**config.mk**
```make
export PLATFORM = sky130hd
export DESIGN_NAME = frame_egress
export DESIGN_NICKNAME = d
export VERILOG_FILES = /design/src/rtl/frame_egress_pkg.sv /design/src/rtl/egress_skid_buf.sv /design/src/rtl/frame_egress.sv
export SDC_FILE = /design/constraint.sdc
export NUM_CORES = 1
export LEC_CHECK = 0
export ABC_AREA = 1
export CAP_MARGIN = 10
export CORE_ASPECT_RATIO = 0.8
export CORE_MARGIN = 3
export CORE_UTILIZATION = 45
export CTS_CLUSTER_DIAMETER = 80
export DETAILED_ROUTE_END_ITERATION = 8
export PLACE_DENSITY_LB_ADDON = 0.1
export SYNTH_ARGS = -nofsm -noshare
export SYNTH_HDL_FRONTEND = slang
export SYNTH_SLANG_ARGS = --single-unit
```
**constraint.sdc**
```tcl
create_clock -name clk -period 2.6 [get_ports clk]
set_input_delay 0.65 -clock clk [delete_from_list [all_inputs] [get_ports clk]]
set_output_delay 0.65 -clock clk [all_outputs]
set_load 0.02 [all_outputs]
```
**src/rtl/frame_egress_pkg.sv**
```systemverilog
// Shared types for the frame egress stage: AXI-stream source beat, egress descriptor and
// FSM state encodings.
package frame_egress_pkg;

  typedef struct packed {
    logic [15:0] tdata;
    logic        tvalid;
    logic        tlast;
  } axis_source_t;

  // Descriptor view at the default 11-bit frame buffer address width.
  localparam int unsigned EgressAddrWidth = 11;

  typedef struct packed {
    logic [EgressAddrWidth:0]   start_ptr;
    logic [EgressAddrWidth-1:0] len;
  } egress_cmd_t;

  localparam logic [1:0] StIdle   = 2'd0;
  localparam logic [1:0] StRewind = 2'd1;
  localparam logic [1:0] StStream = 2'd2;
  localparam logic [1:0] StDrain  = 2'd3;

endpackage

```
**src/rtl/egress_skid_buf.sv**
```systemverilog
// Small synchronous FIFO holding frame words between the frame buffer read port and the
// AXI-stream output. Head is combinational; push and pop may coincide even when full.
module egress_skid_buf #(
  parameter int unsigned Depth = 4,
  parameter int unsigned Width = 16
) (
  input  logic                     clk_i,
  input  logic                     rst_ni,
  input  logic                     push_i,
  input  logic [Width-1:0]         push_data_i,
  input  logic                     pop_i,
  output logic [Width-1:0]         head_o,
  output logic [$clog2(Depth):0]   count_o,
  output logic                     empty_o
);

  localparam int unsigned PtrW = $clog2(Depth);
  localparam int unsigned CntW = PtrW + 1;

  logic [Width-1:0] mem_q [Depth];
  logic [PtrW-1:0]  wr_ptr_q, wr_ptr_d;
  logic [PtrW-1:0]  rd_ptr_q, rd_ptr_d;
  logic [CntW-1:0]  count_q, count_d;
  logic             do_pop;

  assign do_pop = pop_i && (count_q != '0);

  always_comb begin
    wr_ptr_d = wr_ptr_q;
    rd_ptr_d = rd_ptr_q;
    count_d  = count_q;
    if (push_i) begin
      wr_ptr_d = wr_ptr_q + PtrW'(1);
    end
    if (do_pop) begin
      rd_ptr_d = rd_ptr_q + PtrW'(1);
    end
    case ({push_i, do_pop})
      2'b10:   count_d = count_q + CntW'(1);
      2'b01:   count_d = count_q - CntW'(1);
      default: count_d = count_q;
    endcase
  end

  always_ff @(posedge clk_i) begin
    if (!rst_ni) begin
      wr_ptr_q <= '0;
      rd_ptr_q <= '0;
      count_q  <= '0;
    end else begin
      wr_ptr_q <= wr_ptr_d;
      rd_ptr_q <= rd_ptr_d;
      count_q  <= count_d;
    end
  end

  // Storage needs no reset; validity is tracked by count_q.
  always_ff @(posedge clk_i) begin
    if (push_i) begin
      mem_q[wr_ptr_q] <= push_data_i;
    end
  end

  assign head_o  = mem_q[rd_ptr_q];
  assign count_o = count_q;
  assign empty_o = (count_q == '0);

endmodule

```
**src/rtl/frame_egress.sv**
```systemverilog
// Frame egress: rewinds the frame buffer read pointer to a descriptor's start, streams the
// frame out as 16-bit AXI-stream beats with tlast, and truncates cleanly on buffer underrun.
module frame_egress
  import frame_egress_pkg::*;
#(
  parameter int unsigned ADDR_WIDTH = 11,
  parameter int unsigned SKID_DEPTH = 4
) (
  input  logic                  clk,
  input  logic                  reset_n,
  input  logic                  cmd_valid,
  output logic                  cmd_ready,
  input  logic [ADDR_WIDTH:0]   cmd_start_ptr,
  input  logic [ADDR_WIDTH-1:0] cmd_len,
  output logic                  frame_rrst,
  output logic [ADDR_WIDTH:0]   frame_rst_rptr,
  output logic                  frame_ren,
  input  logic [19:0]           frame_rdata,
  input  logic                  last_entry,
  output axis_source_t          egress_pkt,
  input  logic                  egress_tready,
  output logic                  underrun,
  output logic                  busy
);

  localparam int unsigned CntW = $clog2(SKID_DEPTH) + 1;
  localparam int unsigned OccW = CntW + 1;

  logic [1:0]            state_q, state_d;
  logic [ADDR_WIDTH:0]   start_q, start_d;
  logic [ADDR_WIDTH-1:0] len_q, len_d;
  logic [ADDR_WIDTH-1:0] rd_left_q, rd_left_d;
  logic [ADDR_WIDTH-1:0] tx_left_q, tx_left_d;
  logic                  inflight_q;
  logic                  underrun_q, underrun_d;

  logic [CntW-1:0]       skid_count;
  logic                  skid_empty;
  logic [15:0]           skid_head;
  logic [OccW-1:0]       occupancy;
  logic                  room;
  logic                  ren;
  logic                  pop;
  logic                  underrun_hit;
  logic                  unused_rdata_hi;

  assign unused_rdata_hi = ^frame_rdata[19:16];

  // A read still in flight will land in the buffer, so it already counts as occupied.
  assign occupancy    = {1'b0, skid_count} + {{CntW{1'b0}}, inflight_q};
  assign room         = occupancy < OccW'(SKID_DEPTH);
  assign ren          = (state_q == StStream) && (rd_left_q != '0) && room;
  assign pop          = !skid_empty && egress_tready;
  assign underrun_hit = ren && last_entry && (rd_left_q > ADDR_WIDTH'(1));

  always_comb begin
    state_d    = state_q;
    start_d    = start_q;
    len_d      = len_q;
    rd_left_d  = rd_left_q;
    tx_left_d  = tx_left_q - ADDR_WIDTH'(pop);
    underrun_d = 1'b0;
    case (state_q)
      StIdle: begin
        if (cmd_valid) begin
          start_d = cmd_start_ptr;
          len_d   = cmd_len;
          if (cmd_len == '0) begin
            underrun_d = 1'b1;
          end else begin
            state_d = StRewind;
          end
        end
      end
      StRewind: begin
        rd_left_d = len_q;
        tx_left_d = len_q;
        state_d   = StStream;
      end
      StStream: begin
        if (underrun_hit) begin
          // Outstanding = issued (including this read) minus sent (including this pop).
          rd_left_d  = '0;
          tx_left_d  = tx_left_q - (rd_left_q - ADDR_WIDTH'(1)) - ADDR_WIDTH'(pop);
          underrun_d = 1'b1;
          state_d    = StDrain;
        end else if (ren) begin
          rd_left_d = rd_left_q - ADDR_WIDTH'(1);
          if (rd_left_q == ADDR_WIDTH'(1)) begin
            state_d = StDrain;
          end
        end
      end
      StDrain: begin
        if (pop && (tx_left_q == ADDR_WIDTH'(1))) begin
          state_d = StIdle;
        end
      end
      default: state_d = StIdle;
    endcase
  end

  always_ff @(posedge clk) begin
    if (!reset_n) begin
      state_q    <= StIdle;
      start_q    <= '0;
      len_q      <= '0;
      rd_left_q  <= '0;
      tx_left_q  <= '0;
      inflight_q <= 1'b0;
      underrun_q <= 1'b0;
    end else begin
      state_q    <= state_d;
      start_q    <= start_d;
      len_q      <= len_d;
      rd_left_q  <= rd_left_d;
      tx_left_q  <= tx_left_d;
      inflight_q <= ren;
      underrun_q <= underrun_d;
    end
  end

  egress_skid_buf #(
    .Depth (SKID_DEPTH),
    .Width (16)
  ) u_skid (
    .clk_i       (clk),
    .rst_ni      (reset_n),
    .push_i      (inflight_q),
    .push_data_i (frame_rdata[15:0]),
    .pop_i       (pop),
    .head_o      (skid_head),
    .count_o     (skid_count),
    .empty_o     (skid_empty)
  );

  assign cmd_ready         = (state_q == StIdle);
  assign busy              = (state_q != StIdle);
  assign frame_rrst        = (state_q == StRewind);
  assign frame_rst_rptr    = start_q;
  assign frame_ren         = ren;
  assign underrun          = underrun_q;
  assign egress_pkt.tdata  = skid_head;
  assign egress_pkt.tvalid = !skid_empty;
  assign egress_pkt.tlast  = (tx_left_q == ADDR_WIDTH'(1));

endmodule
```
==> implementation parameters, run 1 <==
Parameter                              Value

Outcome
  Outcome    complete, no violations

Setup path
  Launch instance of the worst register-to-register path    rd_left_q[0]
  FF-to-FF path depth    17
  Endpoint type of the worst setup path    register
  Critical path class    register to register
  Worst-path maximum fanout    4
  Slack of the worst reg-to-reg path    7 ps
  Data required time of the critical path    just under 3000 ps
  Arrival time at the worst endpoint    2930 ps
  R2r endpoint    tx_left_q[10]
  Type of origin of the critical path    register

Hold path
  Endpoint with the worst hold slack    u_skid.count_o[0]
  Hold path startpoint    u_skid.count_o[0]
  Worst hold path cell count    1
  Type of the most critical hold path    register to register

Synthesis
  Post-synthesis sequential element count    122
  Synth Instances    approximately 730
  Count of flip-flops with a built-in enable after synthesis    64
  Number of warning messages in the yosys log    0
  Fraction of registers with async set or reset after synthesis    0%
  Mapped cell area    6203 um2
  Flip-flop cell with the highest count after synthesis    sky130_fd_sc_hd__edfxtp_1
  Sequential area share after synthesis    49.70%
  Library cells used by synthesis    33
  Synthesized netlist net count    between 800 and 900
  Mean instance size in the synthesized netlist    8.521 um2

Clock network
  TritonCTS Buffers    17
  Clock Root Buffer    sky130_fd_sc_hd__clkbuf_16
  Hold_buf cts    0
  Clock sink total    122
  CTS tree    built
  Depth of the CTS H-tree    4
  Clock network latency to the later pin of the worst-skew pair    410 ps
  Clock input transition at the sequential cells of the worst setup and hold paths    approximately 60 ps
  Maximum number of buffers from clock root to sink    2

Drt
  Initial DRC Count    444
  Number of vias after detailed routing    5342
  Vias per Instance    between 5 and 6
  Detailed-routing iteration count for the pre-antenna-repair pass    5
  DRT met1 WL    around 7.6 mm
  Final antenna-violating net count    0
  Highest layer used for signal routing    met4
  Count of unresolved DRC violations after routing    0
  Total length of routed wires    approximately 16 mm
  Met3 wire len    1.216 mm
  Met2 Routed Length    between 7 and 8 mm
  Wirelength per Cell    roughly 16 um

Timing
  Worst max-slew margin expressed relative to the limit    48.88%
  Final critical-path required period    about 2600 ps
  Clock skew after layout    ~15 ps
  Tightest Pin Transition    around 770 ps
  Tightest hold margin    478.8 ps
  Number of hold-slack violations in the final timing report    0
  Final setup viols    0
  Total count of max-transition violations in the final report    0
  Fraction of the cycle the final worst path needs    99.71%
  Setup repair after global routing missed its margin    yes
  Max Fclk    0.3857 GHz

Die
  Overall die width    137.3 um
  Boundary Pins    83
  DIE AREA    15240 um2
  Effective utilization at floorplan    approximately 47%
  Placement row count    37
  Core box area    13150 um2
  Y dimension of the die    111.0 um

Global route
  Initial antenna violation count    0
  Remaining Overflow, GRT    0
  Wire length of the first global-routing pass    approximately 26 mm
  Vias in the first global route    5158
  Total global-route track usage    21.99%
  Maximum number of pins on one net before global-route repair    50

Final layout
  Antenna diode instance count    0
  Highest-count cells in the layout ignoring fill and taps    sky130_fd_sc_hd__nand2_1 (124), sky130_fd_sc_hd__inv_1 (94), sky130_fd_sc_hd__nor2_1 (86)
  Most common cell after layout, fill and taps aside    sky130_fd_sc_hd__nand2_1
  Post-synthesis to final-layout area growth    34.51%
  Final-stage net count    937
  Share of post-route cells with drive strength above 1    15.78%

Place
  Global placement routability congestion    0.9203
  Input/output buffers    78
  HPWL after DPL    about 11 mm

Flow run
  Max-capacitance violation count    0
-- cells in the mapped netlist, types with 2 or more instances --
master | number | area share (%)
sky130_fd_sc_hd__o21bai_1 | 2 | 0.24
sky130_fd_sc_hd__a21oi_1 | 38 | 3.1
sky130_fd_sc_hd__o21ai_0 | 84 | 6.8
sky130_fd_sc_hd__a31oi_1 | 12 | 1.2
sky130_fd_sc_hd__o22ai_1 | 16 | 1.6
sky130_fd_sc_hd__nand3_1 | 21 | 1.7
sky130_fd_sc_hd__dfxtp_1 | 58 | 19
sky130_fd_sc_hd__nor2_1 | 90 | 5.4
sky130_fd_sc_hd__nor3_1 | 7 | 0.56
sky130_fd_sc_hd__nand2_2 | 4 | 0.40
sky130_fd_sc_hd__xor2_1 | 22 | 3.1
sky130_fd_sc_hd__nor2_2 | 4 | 0.40
sky130_fd_sc_hd__nand2_4 | 4 | 0.73
sky130_fd_sc_hd__edfxtp_1 | 64 | 31
sky130_fd_sc_hd__nand2_1 | 128 | 7.7
sky130_fd_sc_hd__clkbuf_1 | 20 | 1.2
sky130_fd_sc_hd__clkbuf_2 | 2 | 0.16
sky130_fd_sc_hd__or2_2 | 2 | 0.20
sky130_fd_sc_hd__nor2_4 | 3 | 0.54
sky130_fd_sc_hd__inv_1 | 96 | 5.8
sky130_fd_sc_hd__fa_1 | 3 | 0.97
sky130_fd_sc_hd__inv_2 | 3 | 0.18
sky130_fd_sc_hd__nand4_1 | 5 | 0.50
sky130_fd_sc_hd__ha_1 | 31 | 6.3
-- kinds of logic after synthesis --
logic type / count (synthesis) / share of synthesized area (%)
flip-flops: 122 / 49.70
adder cells (fa/ha/maj): 34 / 7.221
buffers and inverters: 123 / 7.604
AND/OR/NAND/NOR: 272 / 19.02
XOR/XNOR: 23 / 3.247
AO/OA/AOI/OAI: 154 / 13.21
-- sequential cells by signal (all words and copies together), names as in the netlist, named ones only --
name / cells
frame_rst_rptr: 12
state_q: 2
len_q: 11
u_skid.count_o: 3
tx_left_q: 11
rd_left_q: 11
u_skid.mem_q: 64
u_skid.wr_ptr_q: 2
u_skid.rd_ptr_q: 2
inflight_q: 1
underrun: 1
-- per-stage QoR --
step | cell area [um2] | utilization, % | TNS, ps | setup WS (ps) | std cells
floorplan | 6210 | - | 0 | 19.41 | 728
global placement | 7516 | 57.17 | -2390 | -462.0 | 1003
detailed placement | 7516 | 57.17 | -2730 | -492.9 | 1003
CTS | 8264 | 62.86 | 0 | 0.6073 | 1042
global route | 8344 | 63.47 | -882.0 | -189.7 | 1043
finish | 8344 | 63.47 | 0 | 7.411 | 1043
-- worst max path at each step --
stage | from | end | slack (ps)
finish | rd_left_q[0] | tx_left_q[10] | 7
global route | rd_left_q[3] | tx_left_q[10] | -190
CTS | register | egress_pkt[17] | 0.6
detailed placement | egress_tready | tx_left_q[9] | -490
global placement | egress_tready | tx_left_q[9] | -460
floorplan | egress_tready | tx_left_q[7] | 20
-- worst max-delay path: stages, from the launching register on --
cell                      delay [ps]
sky130_fd_sc_hd__dfxtp_4         360
sky130_fd_sc_hd__inv_1            80
sky130_fd_sc_hd__ha_2            220
sky130_fd_sc_hd__buf_4           120
sky130_fd_sc_hd__xor2_1          240
sky130_fd_sc_hd__ha_1            200
sky130_fd_sc_hd__inv_1            40
sky130_fd_sc_hd__ha_1            310
sky130_fd_sc_hd__inv_1            90
sky130_fd_sc_hd__nor3_2          270
sky130_fd_sc_hd__nand2_1          80
sky130_fd_sc_hd__nor2_1          120
sky130_fd_sc_hd__nor2_2           70
sky130_fd_sc_hd__inv_1            50
sky130_fd_sc_hd__nand2_1          50
sky130_fd_sc_hd__nand3_1          60
sky130_fd_sc_hd__nand2_1          50
sky130_fd_sc_hd__a21oi_1         120
-- layer usage --
metal,vias up,global-route usage (%)
li1,2666,-
met1,2494,30.93
met2,169,33.19
met3,13,7.441
met4,0,4.322
met5,-,0
-- what timing repair did --
| item | in CTS | in global routing |
|---|---|---|
| pin swaps | 8 | 3 |
| buffers inserted | 7 | 1 |
| resized for setup | 29 | 24 |
| setup endpoints to repair | 13 | 17 |
-- cell type report --
class / count / area, um2
Clock inverter: 14 / 185.2
Tap cell: 175 / 219.0
Timing Repair Buffer: 132 / 1266
Sequential cell: 122 / 3092
Fill cell: 1088 / 4803
Multi-Input combinational cell: 483 / 2771
Inverter: 99 / 371.6
Clock buffer: 18 / 439.2
Power of run 1 is not shown: default switching activity piles up to over one toggle a cycle in this logic, so the estimate is an artifact.
==> run 2, diff against run 1 <==
--- a/config.mk
+++ b/config.mk
@@ -6,9 +6,8 @@
 export NUM_CORES = 1
 export LEC_CHECK = 0
 export ABC_AREA = 1
-export CAP_MARGIN = 10
 export CORE_ASPECT_RATIO = 0.8
-export CORE_MARGIN = 3
+export CORE_MARGIN = 1.5
 export CORE_UTILIZATION = 45
 export CTS_CLUSTER_DIAMETER = 80
 export DETAILED_ROUTE_END_ITERATION = 8
==> implementation parameters, run 2 (synthesis gave the netlist of run 1 again) <==
Parameter                              Value

Timing
  Max Fclk    between 0.3 and 0.4 GHz
  Final worst slack    -22.59 ps
  Total count of max-transition violations in the final report    0
  Tightest Pin Transition    766.8 ps
  Final setup viols    1
  Setup repair after global routing missed its margin    yes
  Final sum of negative setup slack    -22.59 ps
  Final critical-path required period    2623 ps
  Number of hold-slack violations in the final timing report    0
  Worst max-slew margin expressed relative to the limit    just under 50%
  Clock skew after layout    7.467 ps
  Fraction of the cycle the final worst path needs    100.9%

Final layout
  Antenna diode instance count    0
  Post-synthesis to final-layout area growth    35.98%
  Top register by number of flip-flops    u_skid.mem_q
  Final cell count without fillers    1047
  Finished layout cell area    8436 um2
  Final-stage net count    936
  Share of post-route cells with drive strength above 1    17.53%
  Utilization after layout    62.47%
  Flip-flop count of the largest register, all copies and words added    64
  Most common cell after layout, fill and taps aside    sky130_fd_sc_hd__nand2_1
  Highest-count cells in the layout ignoring fill and taps    sky130_fd_sc_hd__nand2_1 (123), sky130_fd_sc_hd__inv_1 (87), sky130_fd_sc_hd__nor2_1 (85)

Global route
  Total global-route track usage    23.27%
  Vias in the first global route    5234
  Remaining Overflow, GRT    0
  Wire length of the first global-routing pass    approximately 26 mm
  Maximum number of pins on one net before global-route repair    33
  Initial antenna violation count    0

Die
  Placement row count    38
  Y dimension of the die    between 100 and 150 um
  Boundary Pins    83
  Overall die width    134.3 um
  DIE AREA    14500 um2
  Core box area    13500 um2
  Effective utilization at floorplan    a little under half

Setup path
  Arrival time at the worst endpoint    around 3000 ps
  Worst-path maximum fanout    4
  Endpoint type of the worst setup path    register
  Critical path class    register to register
  Type of origin of the critical path    register
  Data required time of the critical path    2940 ps

Drt
  Wirelength per Cell    15.22 um
  Initial DRC Count    385
  Total length of routed wires    15.93 mm
  Count of unresolved DRC violations after routing    0
  Vias per Instance    5.058
  Final antenna-violating net count    0
  Detailed-routing iteration count for the pre-antenna-repair pass    7
  Number of vias after detailed routing    between 5000 and 6000

Clock network
  Hold_buf cts    0
  CTS tree    built
  Maximum number of buffers from clock root to sink    2
  Clock sink total    122
  Depth of the CTS H-tree    4
  Clock Root Buffer    sky130_fd_sc_hd__clkbuf_16
  TritonCTS Buffers    17
  Clock input transition at the sequential cells of the worst setup and hold paths    60 ps
  Clock network latency to the later pin of the worst-skew pair    410 ps

Outcome
  Outcome    finished with violations
  Violations in the final reports    negative setup slack

Place
  Input/output buffers    78
  DP Area    about 7500 um2
  Placed Instances    1011
  HPWL after DPL    between 10 and 15 mm
  Global placement routability congestion    0.9861

Hold path
  Type of the most critical hold path    register to register

Flow run
  Max-capacitance violation count    0
-- run 2: cell count changes in the layout (fill, tap and decap cells not counted), moves of 3 or more --
cell	before	now
sky130_fd_sc_hd__clkdlybuf4s50_1	62	59
sky130_fd_sc_hd__clkinv_2	0	4
sky130_fd_sc_hd__dlygate4sd2_1	5	14
sky130_fd_sc_hd__dlymetal6s2s_1	9	5
sky130_fd_sc_hd__ha_1	28	23
sky130_fd_sc_hd__ha_4	2	7
sky130_fd_sc_hd__inv_1	94	87
sky130_fd_sc_hd__inv_2	5	12
sky130_fd_sc_hd__xor2_1	19	15
sky130_fd_sc_hd__xor2_2	3	6
-- run 2: stage by stage --
stage	setup WS, ps	hold slack, ps
6_report	-22.59	464.3
5_1_grt	-168.3	494.4
4_1_cts	-3.635	470.9
3_5_place_dp	-499.4	460.6
3_3_place_gp	-468.8	452.1
2_1_floorplan	19.41	436.2
-- run 2: what timing repair did --
item	CTS	global route
setup endpoints to repair	20	12
gates resized for setup	32	43
pin swaps	5	21
cloned	0	0
buffers inserted	0	4
-- run 2: path summary, 6_finish.rpt --
kind	depth (start not counted)	to	startpoint	slack (ps)
setup / recovery	17	tx_left_q[10]	rd_left_q[0]	-20
hold / removal	2	register	u_skid.rd_ptr_q[1]	460
setup reg to reg	17	tx_left_q[10]	rd_left_q[0]	-20
hold reg to reg	2	register	u_skid.rd_ptr_q[1]	460
-- run 2: final cells by class --
type | count | area, um2
fillers | 1151 | 5067
flip-flops and latches | 122 | 3093
multi-input cells | 483 | 2889
repair buffers | 131 | 1211
clock buffers | 17 | 425.4
inverters | 99 | 371.6
well taps | 180 | 225.2
clock inverters | 15 | 220.2
-- run 2: critical path, stage by stage, from the launching register on --
cell	delay (ps)
sky130_fd_sc_hd__dfxtp_4	360
sky130_fd_sc_hd__nor3_4	240
sky130_fd_sc_hd__nand2_2	140
sky130_fd_sc_hd__nor2_4	140
sky130_fd_sc_hd__nand2_2	70
sky130_fd_sc_hd__xor2_2	190
sky130_fd_sc_hd__ha_1	310
sky130_fd_sc_hd__inv_2	80
sky130_fd_sc_hd__ha_4	200
sky130_fd_sc_hd__nand2_2	90
sky130_fd_sc_hd__nor2_1	50
sky130_fd_sc_hd__nor2_1	120
sky130_fd_sc_hd__nand2_1	70
sky130_fd_sc_hd__nor2_2	140
sky130_fd_sc_hd__nand3_1	80
sky130_fd_sc_hd__nand3_1	90
sky130_fd_sc_hd__nand2_1	60
sky130_fd_sc_hd__a21oi_1	110
-- run 2: routing by layer --
| layer | vias up | wire [um] | GRT usage, % |
|---|---|---|---|
| li1 | 2653 | - | - |
| met5 | - | 0 | 0 |
| met2 | 162 | 7040 | 36.56 |
| met3 | 13 | 987 | 5.907 |
| met4 | 0 | 161 | 5.684 |
| met1 | 2468 | 7745 | 32.36 |
Power of run 2 is left out for the same reason.
==> run 3, diff against run 2 <==
==> constraint.sdc (replaced) <==
create_clock -name clk -period 2.4 [get_ports clk]
set_input_delay 0.6 -clock clk [delete_from_list [all_inputs] [get_ports clk]]
set_output_delay 0.6 -clock clk [all_outputs]
set_load 0.02 [all_outputs]
==> implementation parameters, run 3 (synthesis gave the netlist of run 1 again) <==
Parameter                              Value

Global route
  Maximum number of pins on one net before global-route repair    50
  Vias in the first global route    approximately 5400
  Total global-route track usage    23.50%
  Initial antenna violation count    0
  Remaining Overflow, GRT    0
  Wire length of the first global-routing pass    ~26 mm

Final layout
  Count of fill cells added during filler insertion    about 1100
  Top register by number of flip-flops    u_skid.mem_q
  Antenna diode instance count    0
  Post-synthesis to final-layout area growth    40.62%
  Utilization after layout    64.60%
  Highest-count cells in the layout ignoring fill and taps    sky130_fd_sc_hd__nand2_1 (114), sky130_fd_sc_hd__nor2_1 (86), sky130_fd_sc_hd__o21ai_0 (81)
  Share of post-route cells with drive strength above 1    23.27%
  Finished layout cell area    8723 um2
  Final cell count without fillers    1078
  Most common cell after layout, fill and taps aside    sky130_fd_sc_hd__nand2_1
  Final-stage net count    slightly below 1000
  Flip-flop count of the largest register, all copies and words added    64

Outcome
  Outcome    finished with violations
  Violations in the final reports    negative setup slack

Setup path
  Type of origin of the critical path    register
  Endpoint type of the worst setup path    register
  Arrival time at the worst endpoint    2850 ps
  Launch instance of the worst register-to-register path    rd_left_q[0]
  Critical path class    register to register
  Slack of the worst reg-to-reg path    -150 ps
  Data required time of the critical path    2700 ps
  Worst-path maximum fanout    3
  FF-to-FF path depth    17
  R2r endpoint    tx_left_q[10]

Timing
  Fraction of the cycle the final worst path needs    106.1%
  Setup repair after global routing missed its margin    yes
  Final setup viols    6
  Final worst slack    -146.6 ps
  Tightest Pin Transition    around 730 ps
  Max Fclk    0.3927 GHz
  Number of hold-slack violations in the final timing report    0
  Final critical-path required period    roughly 2500 ps
  Worst max-slew margin expressed relative to the limit    51.10%
  Clock skew after layout    9.177 ps
  Total count of max-transition violations in the final report    0

Place
  HPWL after DPL    10.97 mm
  Input/output buffers    78
  Placed Instances    1028
  Worst slack at placement    -551.9 ps
  Global placement routability congestion    0.9203
  DP Area    roughly 7600 um2

Drt
  Count of unresolved DRC violations after routing    0
  Wirelength per Cell    15.02 um
  Number of vias after detailed routing    5496
  Total length of routed wires    about 16 mm
  Detailed-routing iteration count for the pre-antenna-repair pass    5
  Final antenna-violating net count    0
  Initial DRC Count    436
  Vias per Instance    5.098

Clock network
  Hold_buf cts    0
  Clock network latency to the later pin of the worst-skew pair    ~410 ps
  Clock sink total    122
  TritonCTS Buffers    17
  Depth of the CTS H-tree    4
  Clock Root Buffer    sky130_fd_sc_hd__clkbuf_16
  CTS tree    built
  Maximum number of buffers from clock root to sink    2
  Clock input transition at the sequential cells of the worst setup and hold paths    ~60 ps

Die
  Placement row count    38
  Core box area    13500 um2
  Boundary Pins    83
  DIE AREA    14500 um2
  Effective utilization at floorplan    45.94%
  Y dimension of the die    roughly 110 um
  Overall die width    134.3 um

Hold path
  Hold path startpoint    u_skid.count_o[0]
  Type of the most critical hold path    register to register
  Endpoint with the worst hold slack    u_skid.count_o[0]
  Worst hold path cell count    1

Flow run
  Max-capacitance violation count    0
run 3: cell types whose count changed in the layout (fill, tap and decap cells not counted), moves of 3 or more:
cell and change:
sky130_fd_sc_hd__buf_4 +26, sky130_fd_sc_hd__buf_6 +5, sky130_fd_sc_hd__clkinv_2 -3, sky130_fd_sc_hd__dlymetal6s2s_1 -5
sky130_fd_sc_hd__inv_1 -7, sky130_fd_sc_hd__inv_2 +5, sky130_fd_sc_hd__nand2_1 -9, sky130_fd_sc_hd__nand2_2 +6
sky130_fd_sc_hd__nand2_4 +3, sky130_fd_sc_hd__nor2_2 -3
run 3: repair_timing:
item                                    4_1_cts  5_1_grt
pin swaps                                    44       32
resized for setup                            76       42
buffers inserted                             14        5
endpoints found under the setup margin       27       13
run 3: worst max-delay path by stage:
stage | slack [ps] | to | start
2_1_floorplan | -70 | tx_left_q[7] | egress_tready
3_3_place_gp | -510 | tx_left_q[9] | egress_tready
3_5_place_dp | -550 | tx_left_q[9] | egress_tready
4_1_cts | -170 | tx_left_q[8] | rd_left_q[1]
5_1_grt | -310 | tx_left_q[10] | rd_left_q[3]
6_report | -150 | tx_left_q[10] | rd_left_q[0]
run 3: metal layers:
metal | GRT usage, % | vias to the layer above | wire length (um) | part of all wire, %
met5 | 0 | - | 0 | 0
met1 | 31.69 | 2592 | 7582 | 47
met3 | 6.142 | 23 | 1009 | 6.2
met4 | 7.450 | 0 | 238 | 1.5
li1 | - | 2717 | - | -
met2 | 37.25 | 164 | 7365 | 45
run 3: cell type report:
class / instances / area (um2) / share of cell area [%]
tap: 180 / 225.2 / 2.582
sequential: 122 / 3098 / 35.51
clock buffer: 17 / 425.4 / 4.877
clock inverter: 15 / 187.7 / 2.151
multi-input combinational: 483 / 2978 / 34.14
timing repair buffer: 162 / 1433 / 16.42
inverter: 99 / 376.6 / 4.317
run 3: through the flow:
step | setup TNS, ps | hold WS [ps]
finish | -595.4 | 449.7
global route | -1521 | 482.4
global placement | -3603 | 450.7
floorplan | -201.2 | 436.2
CTS | -573.4 | 460.0
detailed placement | -4027 | 457.3
run 3: worst max-delay path: stages, from the launching register on:
cell and delay, ps:
sky130_fd_sc_hd__dfxtp_4 360, sky130_fd_sc_hd__nor3_4 240, sky130_fd_sc_hd__nand2_2 140, sky130_fd_sc_hd__nor2_4 110, sky130_fd_sc_hd__nand2_2 70, sky130_fd_sc_hd__xor2_2 160
sky130_fd_sc_hd__ha_1 320, sky130_fd_sc_hd__inv_2 50, sky130_fd_sc_hd__ha_4 280, sky130_fd_sc_hd__nand2_4 60, sky130_fd_sc_hd__nor2_4 110, sky130_fd_sc_hd__nand2_1 60
sky130_fd_sc_hd__nor2_1 130, sky130_fd_sc_hd__nor2_2 70, sky130_fd_sc_hd__nand3_1 70, sky130_fd_sc_hd__nand3_1 80, sky130_fd_sc_hd__nand2_1 70, sky130_fd_sc_hd__a21oi_1 50
Power of run 3 is left out for the same reason.
